## src/rtl/alu_mul_seq_if.sv

```systemverilog
// ALU operand/control bus between an initiator (the multiplier sequencer)
// and a combinational 32-bit ALU.
//   alu_a, alu_b : operands driven by the initiator
//   alu_gin      : ALU control line (operation select)
//   alu_shamt    : shift amount
//   alu_sum      : combinational ALU result returned to the initiator
// Modports: master = initiator side, slave = ALU side.
interface alu_mul_seq_if #(
  parameter int WIDTH = 32
);
  logic [WIDTH-1:0] alu_a;
  logic [WIDTH-1:0] alu_b;
  logic [2:0]       alu_gin;
  logic [4:0]       alu_shamt;
  logic [WIDTH-1:0] alu_sum;

  modport master (
    output alu_a,
    output alu_b,
    output alu_gin,
    output alu_shamt,
    input  alu_sum
  );

  modport slave (
    input  alu_a,
    input  alu_b,
    input  alu_gin,
    input  alu_shamt,
    output alu_sum
  );
endinterface

```

## src/rtl/alu_mul_seq.sv

```systemverilog
// Iterative unsigned shift-and-add multiplier that borrows an external
// combinational ALU for its additions, so the datapath gets a multi-cycle
// MUL without a multiplier array. One multiplier bit is retired per RUN
// cycle; RUN stops as soon as no set multiplier bits remain.
//
// Ports:
//   clk, rst_n     : clock (rising edge), asynchronous active-low reset
//   start          : request a multiply, sampled only when idle
//   op_a, op_b     : multiplicand / multiplier, latched on accept
//   busy           : high from the accept edge until DONE is left
//   done           : one-cycle pulse, result/status valid
//   result         : low WIDTH bits of op_a*op_b, held until the next done
//   status         : {overflow, sign, zero} in the ALU status layout
//   alu            : master side of the ALU bus (a, b, gin, shamt -> sum)
module alu_mul_seq #(
  parameter int         WIDTH    = 32,
  parameter logic [2:0] ADD_CODE = 3'b010
) (
  input  logic             clk,
  input  logic             rst_n,
  input  logic             start,
  input  logic [WIDTH-1:0] op_a,
  input  logic [WIDTH-1:0] op_b,
  output logic             busy,
  output logic             done,
  output logic [WIDTH-1:0] result,
  output logic [2:0]       status,
  alu_mul_seq_if.master    alu
);

  localparam logic [1:0] IDLE = 2'd0;
  localparam logic [1:0] RUN  = 2'd1;
  localparam logic [1:0] DONE = 2'd2;

  logic [1:0]       state;
  logic [WIDTH-1:0] acc;
  logic [WIDTH-1:0] mcand;
  logic [WIDTH-1:0] mplier;
  logic             ovf;
  logic [WIDTH-1:0] alu_a_q;
  logic [WIDTH-1:0] alu_b_q;

  logic [WIDTH-1:0] mplier_next;
  logic             last_bit;
  logic             carry;
  logic             in_run;

  assign in_run      = (state == RUN);
  assign mplier_next = mplier >> 1;
  assign last_bit    = (mplier_next == '0);
  // Unsigned carry out of acc + mcand, recovered from the truncated sum.
  assign carry       = (alu.alu_sum < acc);

  // NOTE: the ALU is combinational and its sum is consumed in the same
  // cycle, so operands must come straight from acc/mcand during RUN rather
  // than through a register (which would lag one cycle). Outside RUN the
  // registered copies replay the last RUN values.
  assign alu.alu_a     = in_run ? acc   : alu_a_q;
  assign alu.alu_b     = in_run ? mcand : alu_b_q;
  assign alu.alu_gin   = ADD_CODE;
  assign alu.alu_shamt = '0;

  // NOTE: all sequential state uses non-blocking assignments so every
  // register samples pre-edge values, independent of statement order.
  always_ff @(posedge clk or negedge rst_n) begin
    if (!rst_n) begin
      state   <= IDLE;
      acc     <= '0;
      mcand   <= '0;
      mplier  <= '0;
      ovf     <= 1'b0;
      busy    <= 1'b0;
      done    <= 1'b0;
      result  <= '0;
      status  <= 3'b001;
      alu_a_q <= '0;
      alu_b_q <= '0;
    end else begin
      done <= 1'b0;
      case (state)
        IDLE: begin
          if (start) begin
            mcand  <= op_a;
            mplier <= op_b;
            acc    <= '0;
            ovf    <= 1'b0;
            busy   <= 1'b1;
            state  <= (op_b == '0) ? DONE : RUN;
          end
        end

        RUN: begin
          alu_a_q <= acc;
          alu_b_q <= mcand;
          if (mplier[0]) begin
            acc <= alu.alu_sum;
          end
          // Overflow: a carry out of the add, or a multiplicand bit shifted
          // out while higher multiplier bits would still have added it.
          ovf    <= ovf | (mplier[0] & carry) | (mcand[WIDTH-1] & ~last_bit);
          mcand  <= mcand << 1;
          mplier <= mplier_next;
          if (last_bit) begin
            state <= DONE;
          end
        end

        DONE: begin
          result <= acc;
          status <= {ovf, acc[WIDTH-1], (acc == '0)};
          done   <= 1'b1;
          busy   <= 1'b0;
          state  <= IDLE;
        end

        default: state <= IDLE;
      endcase
    end
  end

endmodule

```

## src/flat_wrapper.sv

```systemverilog
// flat-port wrapper written by rule: the top's interface ports become plain ports
module alu_mul_seq_flat 
#(
  parameter int         WIDTH    = 32,
  parameter logic [2:0] ADD_CODE = 3'b010
)
  (clk, rst_n, start, op_a, op_b, busy, done, result, status, alu_alu_a, alu_alu_b, alu_alu_gin, alu_alu_shamt, alu_alu_sum);
  alu_mul_seq_if #(.WIDTH(WIDTH)) alu_i ();
  input  logic clk;
  input  logic rst_n;
  input  logic start;
  input  logic [WIDTH-1:0] op_a;
  input  logic [WIDTH-1:0] op_b;
  output logic busy;
  output logic done;
  output logic [WIDTH-1:0] result;
  output logic [2:0] status;
  output wire logic [$bits(alu_i.alu_a)-1:0] alu_alu_a;
  output wire logic [$bits(alu_i.alu_b)-1:0] alu_alu_b;
  output wire logic [$bits(alu_i.alu_gin)-1:0] alu_alu_gin;
  output wire logic [$bits(alu_i.alu_shamt)-1:0] alu_alu_shamt;
  input wire logic [$bits(alu_i.alu_sum)-1:0] alu_alu_sum;
  assign alu_alu_a = alu_i.alu_a;
  assign alu_alu_b = alu_i.alu_b;
  assign alu_alu_gin = alu_i.alu_gin;
  assign alu_alu_shamt = alu_i.alu_shamt;
  assign alu_i.alu_sum = alu_alu_sum;
  alu_mul_seq #(.WIDTH(WIDTH), .ADD_CODE(ADD_CODE)) u_core (.clk(clk), .rst_n(rst_n), .start(start), .op_a(op_a), .op_b(op_b), .busy(busy), .done(done), .result(result), .status(status), .alu(alu_i));
endmodule
```

## config.mk

```make
export PLATFORM = sky130hd
export DESIGN_NAME = alu_mul_seq_flat
export DESIGN_NICKNAME = d
export VERILOG_FILES = /design/src/rtl/alu_mul_seq_if.sv /design/src/rtl/alu_mul_seq.sv /design/src/flat_wrapper.sv
export SDC_FILE = /design/constraint.sdc
export NUM_CORES = 1
export LEC_CHECK = 0
export CORE_MARGIN = 2
export CORE_UTILIZATION = 35
export CTS_BUF_LIST = sky130_fd_sc_hd__clkbuf_8
export DETAILED_ROUTE_END_ITERATION = 6
export PLACE_DENSITY = 0.62
export RECOVER_POWER = 50
export SLEW_MARGIN = 20
export SYNTH_ARGS = -nofsm -noshare
export SYNTH_HDL_FRONTEND = slang
export SYNTH_SLANG_ARGS = --single-unit
export TNS_END_PERCENT = 1
```

## constraint.sdc

```tcl
create_clock -name clk -period 1.5 [get_ports clk]
set_input_delay 0.3 -clock clk [delete_from_list [all_inputs] [get_ports clk]]
set_output_delay 0.3 -clock clk [all_outputs]
set_load 0.02 [all_outputs]
```

# [Yosys cells after proc, flatten, opt, wreduce, memory -nomap -nowiden]
# Index checks and enable logic that the tools add are counted.
[op_classes] magnitude_cmp=1 eq_ne=5 bitwise=5 n_reduce_logical=10 muxes=18
[op_table] cell="$mux 32" count=6
[op_table] cell="$pmux 32 s2" count=3
[op_table] cell="$logic_not 32->1" count=3
[op_table] cell="$lt 32x32->1" count=1
[op_table] cell="$mux 2" count=3
[op_table] cell="$reduce_and 2->1" count=3
[op_table] cell="$ne 2x1->1 const B" count=2
[op_table] cell="$pmux 1 s2" count=2
[op_table] cell="$pmux 2 s2" count=1
[op_table] cell="$reduce_bool 2->1" count=2
[op_table] cell="$mux 1" count=3
[op_table] cell="$reduce_and 3->1" count=1
[op_table] cell="$and 1x1->1" count=2
[op_table] cell="$eq 2x1->1 const B" count=1
[op_table] cell="$eq 2x2->1 const B" count=1
[op_table] cell="$logic_not 2->1" count=1
[op_table] cell="$ne 2x2->1 const B" count=1
[op_table] cell="$or 1x1->1" count=2
[op_table] cell="$not 1->1" count=1
[word_totals] regBits=200 output_inout_bits=109 wordCells=50

# [Longest topological paths before layout]
[logic_depth] word_depth=5 depth_mapped=7

# [Worst setup path after synthesis]
# No wires, ideal clock.
[synth_path] path_kind="register to output" start="register u_core.state[1]" end="output alu_alu_a[0]" path_stages_with_launch=6 arrival_ns=1.502 path_slack_ns=-0.302 n_path_buf=3 cell_sequence="dfrtp_1 -> buf_4 -> nand2b_1 -> buf_2 -> clkbuf_1 -> o21ai_0"
[synth_via] elab_chain_len=2
[synth_rtl] element="start: declaration" line_no="alu_mul_seq.sv:35" rtl="logic [1:0] state;"
[synth_rtl] element="start signal: assignment" line_no="alu_mul_seq.sv:88" rtl="state <= (op_b == '0) ? DONE : RUN;"
[synth_rtl] element="$eq 2x1->1" line_no="alu_mul_seq.sv:48" rtl="assign in_run = (state == RUN);"
[synth_rtl] element="$mux 32" line_no="alu_mul_seq.sv:58" rtl="assign alu.alu_a = in_run ? acc : alu_a_q;"
[synth_rtl] element="end: declaration" line_no="flat_wrapper.sv:18" rtl="output wire logic [$bits(alu_i.alu_a)-1:0] alu_alu_a;"
# Every way passes these cells.

# [Worst setup path in the final report]
[layout_path] start="register u_core.state[1]" end="output alu_alu_a[1]"
# The elaborated chain is that of the path after synthesis.

==> results.sh <==
export IMPL_powerDensity_nw_per_um2=1580
export IMPL_path_delay_family="buffers and inverters"
export IMPL_power_internal_uw=13500
export IMPL_setup_worst_path_class="flop to primary output"
export IMPL_detail_route_wl_per_cell_um=15.8
export IMPL_final_min_period_over_clock_period_pct=137
export IMPL_run_status="finished with violations"
export IMPL_min_delay_worst_endpoint="u_core.acc[22]"
export IMPL_die_w_um=164
export IMPL_setup_worst_path_start_class="flop"
export IMPL_cts_root_buffer_cell="sky130_fd_sc_hd__clkbuf_8"
export IMPL_floorplan_io_pins=208
export IMPL_reg2reg_to="u_core.ovf"
export IMPL_clkSinkCount=199
export IMPL_switching_share_pct=37.1
export IMPL_cts_clk_slew_worst_paths_ns=0.11
export IMPL_buffers_added_on_ports=199
export IMPL_syn2layout_area_growth_pct=52.9
export IMPL_power_leakage_uw=0.00635
export IMPL_layout_min_cycle_time_ns=2.06
export IMPL_floorplan_core_area_um2=25100
export IMPL_worstSetupPathDepth=6
export IMPL_critical_path_required_ns=1.20
export IMPL_clock_network_latency_to_the_later_pin_of_the_worst_skew_pair_ns=0.46
export IMPL_final_cells=1588
export IMPL_dr_wl_met2_um=12300
export IMPL_die_area_um2=26800
export IMPL_detailedPlacementHpwl_um=17900
export IMPL_critical_path_cell_chain="nand2b_4, buf_6, buf_12, buf_8, o21ai_2, buf_6"
export IMPL_route_detailed_vias_per_inst=4.77
export IMPL_crit_path_top_delay_cell="sky130_fd_sc_hd__dfrtp_1"
export IMPL_synth_warning_count=0
export IMPL_holdCritStartpoint="alu_alu_sum[22]"
export IMPL_peak_supply_drop_mv=0.838
export IMPL_final_core_area_utilization_pct=54.3
export IMPL_detail_route_wirelength_met1_um=11500
export IMPL_routabilityCongestion=0.838
export IMPL_clock_path_buffers=2
export IMPL_hold_path_cell_count=3
export IMPL_worstHoldPathType="input pin to flop"
export IMPL_finalPower_uw=21500
export IMPL_r2r_start="u_core.acc[13]"
export IMPL_worstPathBufferInverterCount=4
export IMPL_count_of_distinct_cell_types_in_the_synthesized_netlist=34
export IMPL_synth_yosys_seq_area_share_pct=55.9
export IMPL_cts_max_level=4
export IMPL_unrepaired_setup_endpoints_after_global_routing="yes"
export IMPL_num_vias=7568
export IMPL_violations_in_the_final_reports="negative setup slack"
export IMPL_crit_fanout=6
export IMPL_maxSlewHeadroom_pct=23.4
export IMPL_layout_nets=1374
export IMPL_synth_async_reset_ratio_pct=100
export IMPL_route_top_layer_used="met4"
export IMPL_cpMostUsedCell="sky130_fd_sc_hd__buf_6"
export IMPL_fp_dieH_um=164
export IMPL_number_of_remaining_drc_errors=0
export IMPL_critical_path_max_stage_delay_ns=0.41
export IMPL_ff2ff_setup_slack_ns=-0.38
export IMPL_synth_top_flop_cell="sky130_fd_sc_hd__dfrtp_1"
export IMPL_mostFrequentLayoutCells="197 x sky130_fd_sc_hd__dfrtp_1, 169 x sky130_fd_sc_hd__nand2_1, 136 x sky130_fd_sc_hd__buf_4"
export IMPL_start_util_pct=35.5
export IMPL_synth_edf_count=0
export IMPL_synth_seq_cells=199
export IMPL_slew_viol_final=0
export IMPL_worst_setup_timing_slack_at_the_placement_stage_ns=-0.706
export IMPL_dr_first_iter_drc_count=371
export IMPL_mappedNetlistArea_um2=8920
export IMPL_postRouteAntennaNets=0
export IMPL_nature_of_the_critical_path_endpoint="primary output"
export IMPL_fin_ws_ns=-0.557
export IMPL_post_route_cells_drive_above_1_share_pct=33.2
export IMPL_antenna_found_initial=1
export IMPL_routed_wirelength_um=25000
export IMPL_first_global_vias=7584
export IMPL_clock_tree_from_tritoncts="done"
export IMPL_row_count=58
export IMPL_critical_path_arrival_ns=1.76
export IMPL_residual_overflow_from_global_routing=0
export IMPL_reg2regPathDepth=7
export IMPL_max_cap_violations=0
export IMPL_share_seq_of_total_power_pct=37.9
export IMPL_synthesis_area_per_instance_um2=9.79
export IMPL_setup_viol=143
export IMPL_clock_power_share_pct=16.2
export IMPL_met3_wirelength_um=782
export IMPL_grtUsageTotal_pct=19.0
export IMPL_switching_power_uw=8000
export IMPL_final_hold_violation_count=0
export IMPL_grt_max_degree=63
export IMPL_finClkSkew_ns=0.0158
export IMPL_tightest_slew_ns=1.15
export IMPL_grt_first_pass_wirelength_um=39800
export IMPL_syn_instance_count=911
export IMPL_most_common_cell_after_layout_fill_and_taps_aside="sky130_fd_sc_hd__dfrtp_1"
export IMPL_dr_pass1_iters=4
export IMPL_number_of_cts_inserted_buffers=17
export IMPL_placed_cells=1537
export IMPL_highest_clock_frequency_the_design_can_meet_mhz=486
export IMPL_power_frac_comb_pct=45.8
kinds of logic (layout without fill, tap and decap cells):
group	count (synthesis)	in the layout	share of synthesized area, %
buf+inv	95	435	5.08
fa+ha+maj	31	31	4.35
other cells	2	9	0.0842
flops	199	199	55.9
simple gates	323	323	15.6
mux	64	64	7.21
compound gates	197	197	11.8
how the worst max path moves through the flow:
| stage | start | endpoint | slack [ns] |
|---|---|---|---|
| 4_1_cts | u_core.state[1] | alu_alu_a[0] | -0.60 |
| 5_1_grt | u_core.state[1] | alu_alu_a[31] | -0.65 |
| 6_report | u_core.state[1] | alu_alu_a[1] | -0.56 |
| 2_1_floorplan | u_core.acc[11] | u_core.ovf | -0.17 |
| 3_3_place_gp | alu_alu_sum[7] | u_core.ovf | -0.70 |
| 3_5_place_dp | alu_alu_sum[7] | u_core.ovf | -0.71 |
cells in the mapped netlist (2+ instances only):
cell type                  count  area (um^2)
sky130_fd_sc_hd__ha_1         31          388
sky130_fd_sc_hd__a21oi_1      17         85.1
sky130_fd_sc_hd__clkbuf_1     24         90.1
sky130_fd_sc_hd__mux2_2        2         22.5
sky130_fd_sc_hd__a211oi_1      2         15.0
sky130_fd_sc_hd__conb_1        2         7.51
sky130_fd_sc_hd__nand4_1      12         75.1
sky130_fd_sc_hd__o21ai_1       4         20.0
sky130_fd_sc_hd__buf_2        17         85.1
sky130_fd_sc_hd__nor3_1        2         10.0
sky130_fd_sc_hd__o31ai_1       2         15.0
sky130_fd_sc_hd__mux2i_1      62          621
sky130_fd_sc_hd__nand2_1     231          867
sky130_fd_sc_hd__nand3_1      34          170
sky130_fd_sc_hd__buf_4        20          150
sky130_fd_sc_hd__nand2b_1      5         31.3
sky130_fd_sc_hd__dfrtp_1     198         4950
sky130_fd_sc_hd__nor2_1        5         18.8
sky130_fd_sc_hd__nor2b_1       6         37.5
sky130_fd_sc_hd__o21ai_0     163          816
sky130_fd_sc_hd__or3_1         2         12.5
sky130_fd_sc_hd__nor4_1       24          150
sky130_fd_sc_hd__o21a_1        2         15.0
sky130_fd_sc_hd__a21o_1        2         15.0
sky130_fd_sc_hd__inv_1        33          124
cell type report:
cell class	instances	area (um^2)
fillers	2291	11500
flip-flops and latches	199	4980
multi-input cells	623	4060
repair buffers	370	3660
well taps	330	413
clock buffers	19	262
clock inverters	13	134
inverters	33	124
diodes	1	2.50
sequential cells by signal (all words and copies together), names as in the netlist, 2 cells and up:
register,cells
u_core.state,2
u_core.result,31
u_core.acc,32
u_core.status,3
u_core.alu_a_q,32
u_core.mplier,32
u_core.mcand,32
u_core.alu_b_q,32
worst register-to-register path: stages (launching register included):
cell	delay, ns
sky130_fd_sc_hd__dfrtp_1	0.37
sky130_fd_sc_hd__inv_1	0.08
sky130_fd_sc_hd__ha_1	0.31
sky130_fd_sc_hd__nand4_1	0.15
sky130_fd_sc_hd__or3_1	0.36
sky130_fd_sc_hd__o31ai_1	0.24
sky130_fd_sc_hd__o311a_1	0.21
sky130_fd_sc_hd__o21ai_2	0.05
power by group through the flow:
stage / combinational [uW] / clock (uW) / sequential [uW]
4_1_cts: 9790 / 3630 / 8070
3_5_place_dp: 8780 / 0 / 8160
5_1_grt: 10800 / 3820 / 8390
2_1_floorplan: 4150 / 0 / 7990
6_report: 9870 / 3500 / 8170
3_3_place_gp: 8650 / 0 / 8100
what timing repair did:
item	4_1_cts	5_1_grt
pin swaps	5	13
gates cloned	3	1
buffers inserted	13	2
resized for setup	542	84
hold buffers	1	0
endpoints found under the setup margin	187	185
endpoints found under the hold margin	33	0
metrics by stage:
| stage | hold WS [ns] | instance area, um^2 | TNS (ns) |
|---|---|---|---|
| floorplan | 0.00441 | 9000 | -9.81 |
| global placement | 0.262 | 12500 | -54.15 |
| detailed placement | 0.263 | 12500 | -55.37 |
| CTS | 0.298 | 13500 | -49.71 |
| global route | 0.417 | 13600 | -76.76 |
| finish | 0.439 | 13600 | -46.69 |
routing by layer:
metal,track usage [%],vias up
li1,-,3764
met4,4.39,0
met5,0,-
met3,3.17,21
met2,31.9,146
met1,25.6,3637
Power figures use the tool's default switching activity.
